[src/rtl/fetch_unit.sv]
// Instruction fetch stage: drives pc to instruction memory and hands fetched
// words to decode through a one-entry valid/ready output slot.
module fetch_unit #(
    parameter logic [31:0] RESET_PC = 32'h0000_0000,
    parameter logic [31:0] PC_LIMIT = 32'd100
) (
    input  logic        clk,
    input  logic        reset,
    output logic [31:0] pc,
    input  logic [31:0] instruction_code,
    input  logic        redirect_valid,
    input  logic [31:0] redirect_target,
    output logic        out_valid,
    input  logic        out_ready,
    output logic [31:0] out_instr,
    output logic [31:0] out_pc,
    output logic [31:0] out_pc_plus4,
    output logic        halted,
    output logic        fault
);

    typedef enum logic [1:0] {INIT, FETCH, HALT, FAULT} state_t;

    state_t state;
    logic   slot_free;

    assign slot_free    = !out_valid || out_ready;
    assign out_pc_plus4 = out_pc + 32'd4;

    always_ff @(posedge clk) begin
        if (!reset) begin
            state     <= INIT;
            pc        <= RESET_PC;
            out_valid <= 1'b0;
            out_instr <= '0;
            out_pc    <= '0;
            halted    <= 1'b0;
            fault     <= 1'b0;
        end else if (redirect_valid && state != FAULT) begin
            // Redirect beats fetch and stall; the slot is always flushed.
            out_valid <= 1'b0;
            if (redirect_target[1:0] != 2'b00) begin
                fault <= 1'b1;
                state <= FAULT;
            end else begin
                pc     <= redirect_target;
                halted <= 1'b0;
                state  <= FETCH;
            end
        end else begin
            case (state)
                INIT: state <= FETCH;
                FETCH: begin
                    if (pc >= PC_LIMIT) begin
                        halted <= 1'b1;
                        state  <= HALT;
                        if (out_ready)
                            out_valid <= 1'b0;
                    end else if (slot_free) begin
                        out_instr <= instruction_code;
                        out_pc    <= pc;
                        out_valid <= 1'b1;
                        pc        <= pc + 32'd4;
                    end
                end
                HALT: begin
                    // The word captured before halting still drains to decode.
                    if (out_ready)
                        out_valid <= 1'b0;
                end
                FAULT: out_valid <= 1'b0;
                default: state <= INIT;
            endcase
        end
    end

endmodule

[config.mk]
export PLATFORM = sky130hd
export DESIGN_NAME = fetch_unit
export DESIGN_NICKNAME = d
export VERILOG_FILES = /design/src/rtl/fetch_unit.sv
export SDC_FILE = /design/constraint.sdc
export NUM_CORES = 1
export LEC_CHECK = 0
export CORE_ASPECT_RATIO = 1.1
export CORE_MARGIN = 1
export CORE_UTILIZATION = 39
export CTS_CLUSTER_SIZE = 20
export DETAILED_ROUTE_END_ITERATION = 7
export PLACE_DENSITY = 0.75
export SYNTH_ARGS = -nofsm -noshare
export SYNTH_HDL_FRONTEND = slang
export SYNTH_SLANG_ARGS = --single-unit
[constraint.sdc]
create_clock -name clk -period 2.2 [get_ports clk]
set_clock_uncertainty 0.2 [all_clocks]
set_input_delay 0.33 -clock clk [delete_from_list [all_inputs] [get_ports clk]]
set_output_delay 0.33 -clock clk [all_outputs]
set_load 0.02 [all_outputs]
Word-level counts from Yosys, hierarchy flattened
Index checks and enable logic that the tools add are counted. Widths: inputs -> output; s select.

Bits in registers: 101. Word-level logic and storage cells: 55.

Add/sub/neg operators: 2. Magnitude comparators: 1. Equality and inequality tests: 8. Mux-type cells: 17. Bitwise logic cells: 3. Reduce and logical (&&, ||, !) cells: 17.

Operators by type and width (number): $mux 32 (5); $add 32x3->32 const B (2); $ge 32x7->1 const B (1); $reduce_and 4->1 (2); $reduce_bool 2->1 (4); $mux 1 (7); $mux 2 (3); $ne 2x2->1 const B (3); $ne 3x3->1 const B (2); $reduce_and 2->1 (3); $reduce_bool 3->1 (2); $eq 2x2->1 const B (2); $pmux 2 s2 (1); $not 1->1 (3); $pmux 1 s3 (1); $reduce_and 3->1 (1); $eq 2x1->1 const B (1); $logic_not 2->1 (1); $reduce_or 2->1 (1); $logic_and 1x1->1 (1); $logic_not 1->1 (1); $logic_or 1x1->1 (1).

Longest topological paths before layout
Gate-level depths: netlist of the first run.

Word-level depth: 6. Gate-level depth with buffers: 9.

Worst setup path before layout of the first run
No wires, ideal clock.

Path kind: register to output. From: reg out_pc[16]. To: out out_pc_plus4[29]. Data arrival time: 1.864 ns. Data required time: 1.670 ns. Slack: -0.194 ns. Stages on the path, launching flop included: 6. Cell sequence: dfxtp_1 > nand4_1 > nor3_1 > and3_1 > nand4_1 > xnor2_1.

Cells in the longest elaborated chain, start to end: 1.

Ends and longest elaborated chain: start, declared (RTL line 16) `output logic [31:0] out_pc,`; start signal, assigned (RTL line 61) `out_pc <= pc;`; $add 32x3->32 (RTL line 28) `assign out_pc_plus4 = out_pc + 32'd4;`; end, declared (RTL line 17) `output logic [31:0] out_pc_plus4,`.

No other way between the ends.

Final worst setup path of the first run
From: reg out_pc[4]. To: out out_pc_plus4[31].

The elaborated chain is that of the path after synthesis.

==> results of run 1 <==
[per-stage QoR]
step / power, mW / area, sq um / util, % / setup TNS, ps / instances
after floorplan: 2.33 / 4710 / - / 0 / 566
after global placement: 2.72 / 7410 / 64.5 / -4160 / 962
after detailed placement: 2.73 / 7410 / 64.5 / -5410 / 962
after CTS: 4.34 / 7790 / 67.8 / -1410 / 985
after global routing: 4.49 / 8020 / 69.8 / -3200 / 999
final: 4.35 / 8020 / 69.8 / -1950 / 999
[worst min path at each step]
| stage | from | end | slack, ps | cells after the start |
|---|---|---|---|---|
| 6_report | out_instr[29] | out_instr[29] | 250 | 2 |
| 5_1_grt | out_instr[20] | out_instr[20] | 280 | 2 |
| 4_1_cts | out_instr[6] | out_instr[6] | 250 | 2 |
| 3_5_place_dp | out_instr[6] | out_instr[6] | 240 | 2 |
| 3_3_place_gp | out_instr[8] | out_instr[8] | 240 | 2 |
| 2_1_floorplan | redirect_target[11] | pc[11] | 270 | 2 |
[kinds of logic after synthesis]
| group | count (synthesis) | synth area share [%] |
|---|---|---|
| compound gates | 123 | 17.7 |
| xor+xnor | 28 | 5.31 |
| fa+ha+maj | 4 | 1.08 |
| buf+inv | 48 | 4.71 |
| flops | 101 | 43.8 |
| simple gates | 262 | 27.4 |
[state kept, by name, indices dropped and copies added, names as in the netlist]
register and flops:
out_instr 32, state 2, out_valid 1, halted 1
pc 32, out_pc 32, fault 1
[timing repair]
item                       CTS  global route
resized for setup          131            48
setup endpoints to repair   34            40
pin swaps                   15            17
buffers inserted             7            14
[cells in the mapped netlist, drive strengths merged, types with 5 or more instances]
| cell type | instances | area share, % |
|---|---|---|
| a21oi | 57 | 6.2 |
| nand3 | 27 | 2.9 |
| o22ai | 6 | 0.81 |
| a211oi | 7 | 1.7 |
| a31oi | 6 | 0.81 |
| dfxtp | 101 | 44 |
| nor3 | 10 | 1.2 |
| and4 | 5 | 1.0 |
| nand2 | 122 | 9.9 |
| inv | 10 | 0.81 |
| and3 | 34 | 4.6 |
| clkbuf | 21 | 1.7 |
| nand4 | 14 | 1.9 |
| o21ai | 18 | 2.2 |
| xor2 | 6 | 1.1 |
| nor2 | 26 | 2.1 |
| nor4 | 8 | 1.1 |
| buf | 16 | 2.1 |
| xnor2 | 22 | 4.2 |
[power by group through the flow]
stage                     clock, mW  combinational, mW  sequential [mW]
after detailed placement          0              0.756             1.98
after global placement            0              0.745             1.97
after CTS                      1.64              0.766             1.94
after global routing           1.70              0.851             1.94
final                          1.61              0.800             1.94
after floorplan                   0              0.289             2.04
[cell type report]
cell class / count / area (sq um)
clock buffers: 11 / 243
well taps: 150 / 188
clock inverters: 5 / 58.8
inverters: 11 / 41.3
multi-input cells: 417 / 2660
flip-flops and latches: 101 / 2040
fillers: 879 / 3470
repair buffers: 304 / 2800
[metal layers]
metal	share of wire, %	up-vias	global-route usage (%)
met3	7.5	39	5.36
met4	2.8	0	10.9
met1	39	2496	28.5
met5	0	-	0
met2	51	261	46.7
li1	-	2548	-
[worst max-delay path, cell delays in order, from the launching register on]
cell,delay [ps]
dfxtp_2,330
and3_4,190
and4_4,240
and3_4,250
and3_4,210
xor2_2,150
buf_6,130
==> results.json, run 1 <==
{
  "status": "finished, violations left",
  "violations": "setup timing",
  "crit_end": "out_pc_plus4[31]",
  "max-vdd-ir-drop_mv": 0.335,
  "ys_ff_latch": 101,
  "synthArstFlopShare_pct": 0,
  "synthesis.nets": 638,
  "layout-drive-gt1-share_pct": 25.6,
  "crit_type": "reg2out",
  "reg2reg_from": "pc[11]",
  "arrival_ps": 1860,
  "max_freq_ghz": 0.418,
  "n_antenna_cell": 0,
  "clock_latency_ps": 340,
  "synth_top_flop_cell": "dfxtp_1",
  "timing.rr.end": "pc[18]",
  "gp_congestion": 0.879,
  "overflow": 0,
  "clkPwrFrac_pct": 37.0,
  "syn2layout_area_growth_pct": 73.7,
  "start_kind": "flop",
  "final_net_count": 916,
  "die_h_um": 116,
  "hpwlAfterDp_um": 11600,
  "setup_viol": 15,
  "finalCritPeriodShare_pct": 109,
  "end_kind": "output pin",
  "power_frac_comb_pct": 18.4,
  "synth.distinct_cells": 54,
  "wirelength_um": 16600,
  "ff2ff_setup_slack_ps": 80,
  "worst_ep_required_time_ps": 1670,
  "yosysSeqAreaShare_pct": 43.8,
  "coreArea_sq_um": 11500,
  "grt_pass1_vias": 5143,
  "p_leak_nw": 3.17,
  "slew_violations": 0,
  "finalWorstSetupSlack_ps": -191,
  "rsz0062_at_grt": "yes",
  "min_period_ps": 2390,
  "final_cell_mix": "clkdlybuf4s50_1 (170), nand2_1 (118), buf_4 (113)",
  "firstDrtPassIters": 5,
  "rr_worst_depth": 6,
  "final_common_cell": "clkdlybuf4s50_1",
  "clk_pin_slew_ps": 70,
  "io_pins": 199,
  "portBuffers": 198,
  "avgSynthCellArea_sq_um": 8.16,
  "numCtsBuffers": 9,
  "p_switching_mw": 1.15,
  "cts_tree": "done",
  "hp-class": "reg2reg",
  "grt_pass1_wl_um": 24900,
  "drv_cap": 0,
  "hold_ws_ps": 251,
  "syn-cell-area_sq_um": 4620,
  "crit_fanout": 8,
  "routed_via_density": 5.35,
  "initial_core_util_pct": 40.2,
  "vias": 5344,
  "die_w_um": 106,
  "maxSlewHeadroom_pct": 66.2,
  "clkSinkCount": 101,
  "ant_nets": 0,
  "cts_hold_buf": 0,
  "synth_enable_flop_cells": 0,
  "syn_inst": 566,
  "drc_errors": 0,
  "rows": 41,
  "hold_violations": 0,
  "ys_warn_count": 0,
  "clock_path_buffers": 2,
  "dpl_worst_slack_ps": -499,
  "worstMarginPinSlew_ps": 505,
  "first_iter_violations": 402,
  "powerDensity_nw_per_um2": 542,
  "die_area_sq_um": 12300,
  "cts_root_buffer": "clkbuf_16",
  "htreeDepth": 3,
  "seqPwrFrac_pct": 44.6,
  "grt_max_degree": 63,
  "grt_usage_pct": 25.4,
  "antenna_found_initial": 0,
  "avgRoutedWirePerCell_um": 16.6,
  "critPathLaunch": "out_pc[4]",
  "p_int_mw": 3.20,
  "p_sw_share_pct": 26.4
}
(Power assumes the default switching activity.)
==> run 2, diff against run 1 <==
--- a/constraint.sdc
+++ b/constraint.sdc
@@ -4,2 +4,2 @@
 set_output_delay 0.33 -clock clk [all_outputs]
-set_load 0.02 [all_outputs]
+set_load 0.005 [all_outputs]
==> run 2 against run 1 <==
Compared with the run above: the flow still finishes with violations (setup timing); sequential cell count unchanged; utilization down 0.69 points; highest routed layer unchanged; largest cell class unchanged; global-route usage grew 0.35 points; non-clock buffer count is 3 lower; register-to-register slack worse by 30 ps; largest power group unchanged; critical path type unchanged; cell area shrank 0.98%; fmax is 3.8% lower; count of clock-buffer cells in the layout shrank 1; die area unchanged; sequential share of layout area increased by 0.31 points.
==> results.json, run 2 (synthesis results as in run 1) <==
{
  "start_kind": "flop",
  "hold_violations": 0,
  "crit_fanout": 4,
  "n_antenna_cell": 0,
  "ant_nets": 0,
  "first_iter_violations": 338,
  "crit_type": "reg2out",
  "maxSlewHeadroom_pct": 69.6,
  "p_leak_nw": 3.18,
  "clk_pin_slew_ps": 70,
  "cp_slowest_stage_delay_ps": 330,
  "final_cell_area_sq_um": 7950,
  "final_net_count": 913,
  "rows": 41,
  "grt_pass1_wl_um": 25300,
  "avgRoutedWirePerCell_um": 16.9,
  "max_freq_ghz": 0.402,
  "worst_ep_required_time_ps": 1670,
  "die_area_sq_um": 12300,
  "clock_latency_ps": 340,
  "finalWorstSetupSlack_ps": -285,
  "routed_via_density": 5.42,
  "final_cell_mix": "clkdlybuf4s50_1 (170), nand2_1 (120), buf_4 (88)",
  "numCtsBuffers": 9,
  "wirelength_um": 16800,
  "cts_hold_buf": 0,
  "antenna_found_initial": 0,
  "clkSinkCount": 101,
  "powerDensity_nw_per_um2": 549,
  "final-instance-count-excl-fill": 996,
  "crit_chain": "nand4_1 > nor2_2 > buf_4 > and3_4 > buf_6 > nand4_1 > xnor2_1 > buf_2",
  "violations": "setup timing",
  "cts_tree": "done",
  "hp-class": "reg2reg",
  "grt_pass1_vias": 5234,
  "overflow": 0,
  "io_pins": 199,
  "vias": 5395,
  "max-vdd-ir-drop_mv": 0.457,
  "end_kind": "output pin",
  "drc_errors": 0,
  "portBuffers": 198,
  "firstDrtPassIters": 5,
  "finalCritPeriodShare_pct": 113,
  "hpwlAfterDp_um": 11600,
  "finalPower_mw": 4.36,
  "drv_cap": 0,
  "layout-drive-gt1-share_pct": 25.1,
  "cts_root_buffer": "clkbuf_16",
  "syn2layout_area_growth_pct": 72.0,
  "die_w_um": 106,
  "critical_path.slowest_cell": "dfxtp_2",
  "arrival_ps": 1960,
  "rsz0062_at_grt": "yes",
  "worstMarginPinSlew_ps": 455,
  "gp_congestion": 0.977,
  "coreArea_sq_um": 11500,
  "initial_core_util_pct": 40.2,
  "setup_viol": 16,
  "htreeDepth": 3,
  "slew_violations": 0,
  "placed_cell_area_sq_um": 7280,
  "setup_tns_ps": -1840,
  "die_h_um": 116,
  "grt_usage_pct": 25.7,
  "worst_path_most_repeated_cell": "nand4_1",
  "placed_cells": 960,
  "status": "finished, violations left",
  "reg_top3": "out_instr (32), out_pc (32), pc (32)",
  "grt_max_degree": 42,
  "final_common_cell": "clkdlybuf4s50_1",
  "clock_path_buffers": 2,
  "min_period_ps": 2490
}
[run 2: changes by cell type in the layout (fill, tap and decap cells not counted), sizes merged]
cell	previous run	this run
bufinv	1	2
dlygate4sd2	4	2
dlymetal6s2s	0	3
clkinvlp	2	1
clkinv	1	2
clkbuf	14	18
buf	127	118
[run 2: metal layers]
metal  share of wire (%)  global-route usage, %  up-vias
met5                   0                      0        -
met4                 3.1                   12.5        0
met3                 7.8                   5.75       47
met2                  49                   45.1      287
met1                  40                   29.9     2512
li1                    -                      -     2549
[run 2: metrics by stage]
step / setup WS [ps] / hold slack, ps / util, %
2_1_floorplan: 101 / 248 / -
3_3_place_gp: -233 / 239 / 63.4
3_5_place_dp: -265 / 243 / 63.4
4_1_cts: -160 / 252 / 66.6
5_1_grt: -401 / 273 / 69.1
6_report: -285 / 251 / 69.1
[run 2: timing repair]
item	4_1_cts	5_1_grt
hold endpoints to repair	0	0
pin swaps	19	30
gates cloned	0	2
endpoints found under the setup margin	33	82
buffers inserted	11	10
resized for setup	86	76
[run 2: where the power goes]
| group | internal (mW) | total [mW] | switching (mW) |
|---|---|---|---|
| Combinational | 0.393 | 0.734 | 0.341 |
| Sequential | 1.88 | 1.94 | 0.0545 |
| Clock | 0.998 | 1.69 | 0.691 |
[run 2: critical path: cells and delay by family, from the launching register on]
kind / cells / cell delay [ps]
buffers and inverters: 3 / 420
DFF: 1 / 330
xor gates and xnor gates: 1 / 230
and+or+nand+nor: 4 / 620
[run 2: final cells by class]
cell class / instances / area (sq um)
Sequential cell: 101 / 2040
Inverter: 11 / 41.3
Fill cell: 908 / 3550
Clock buffer: 10 / 229
Multi-Input combinational cell: 417 / 2590
Timing Repair Buffer: 301 / 2770
Clock inverter: 6 / 86.3
Tap cell: 150 / 188
[run 2: path summary, 6_finish.rpt]
path                            slack [ps]          start  depth (start not counted)               end
worst min register to register         250  out_instr[24]                          2     out_instr[24]
worst max-delay path                  -290      out_pc[8]                          8  out_pc_plus4[29]
worst min-delay path                   250  out_instr[24]                          2     out_instr[24]
worst max register to register          50          pc[2]                          8            pc[15]
==> run 3, diff against run 2 <==
CTS_CLUSTER_SIZE = 25   (was 20)
==> results of run 3 <==
The final DEF is identical to that of run 2; final timing and power are the same.
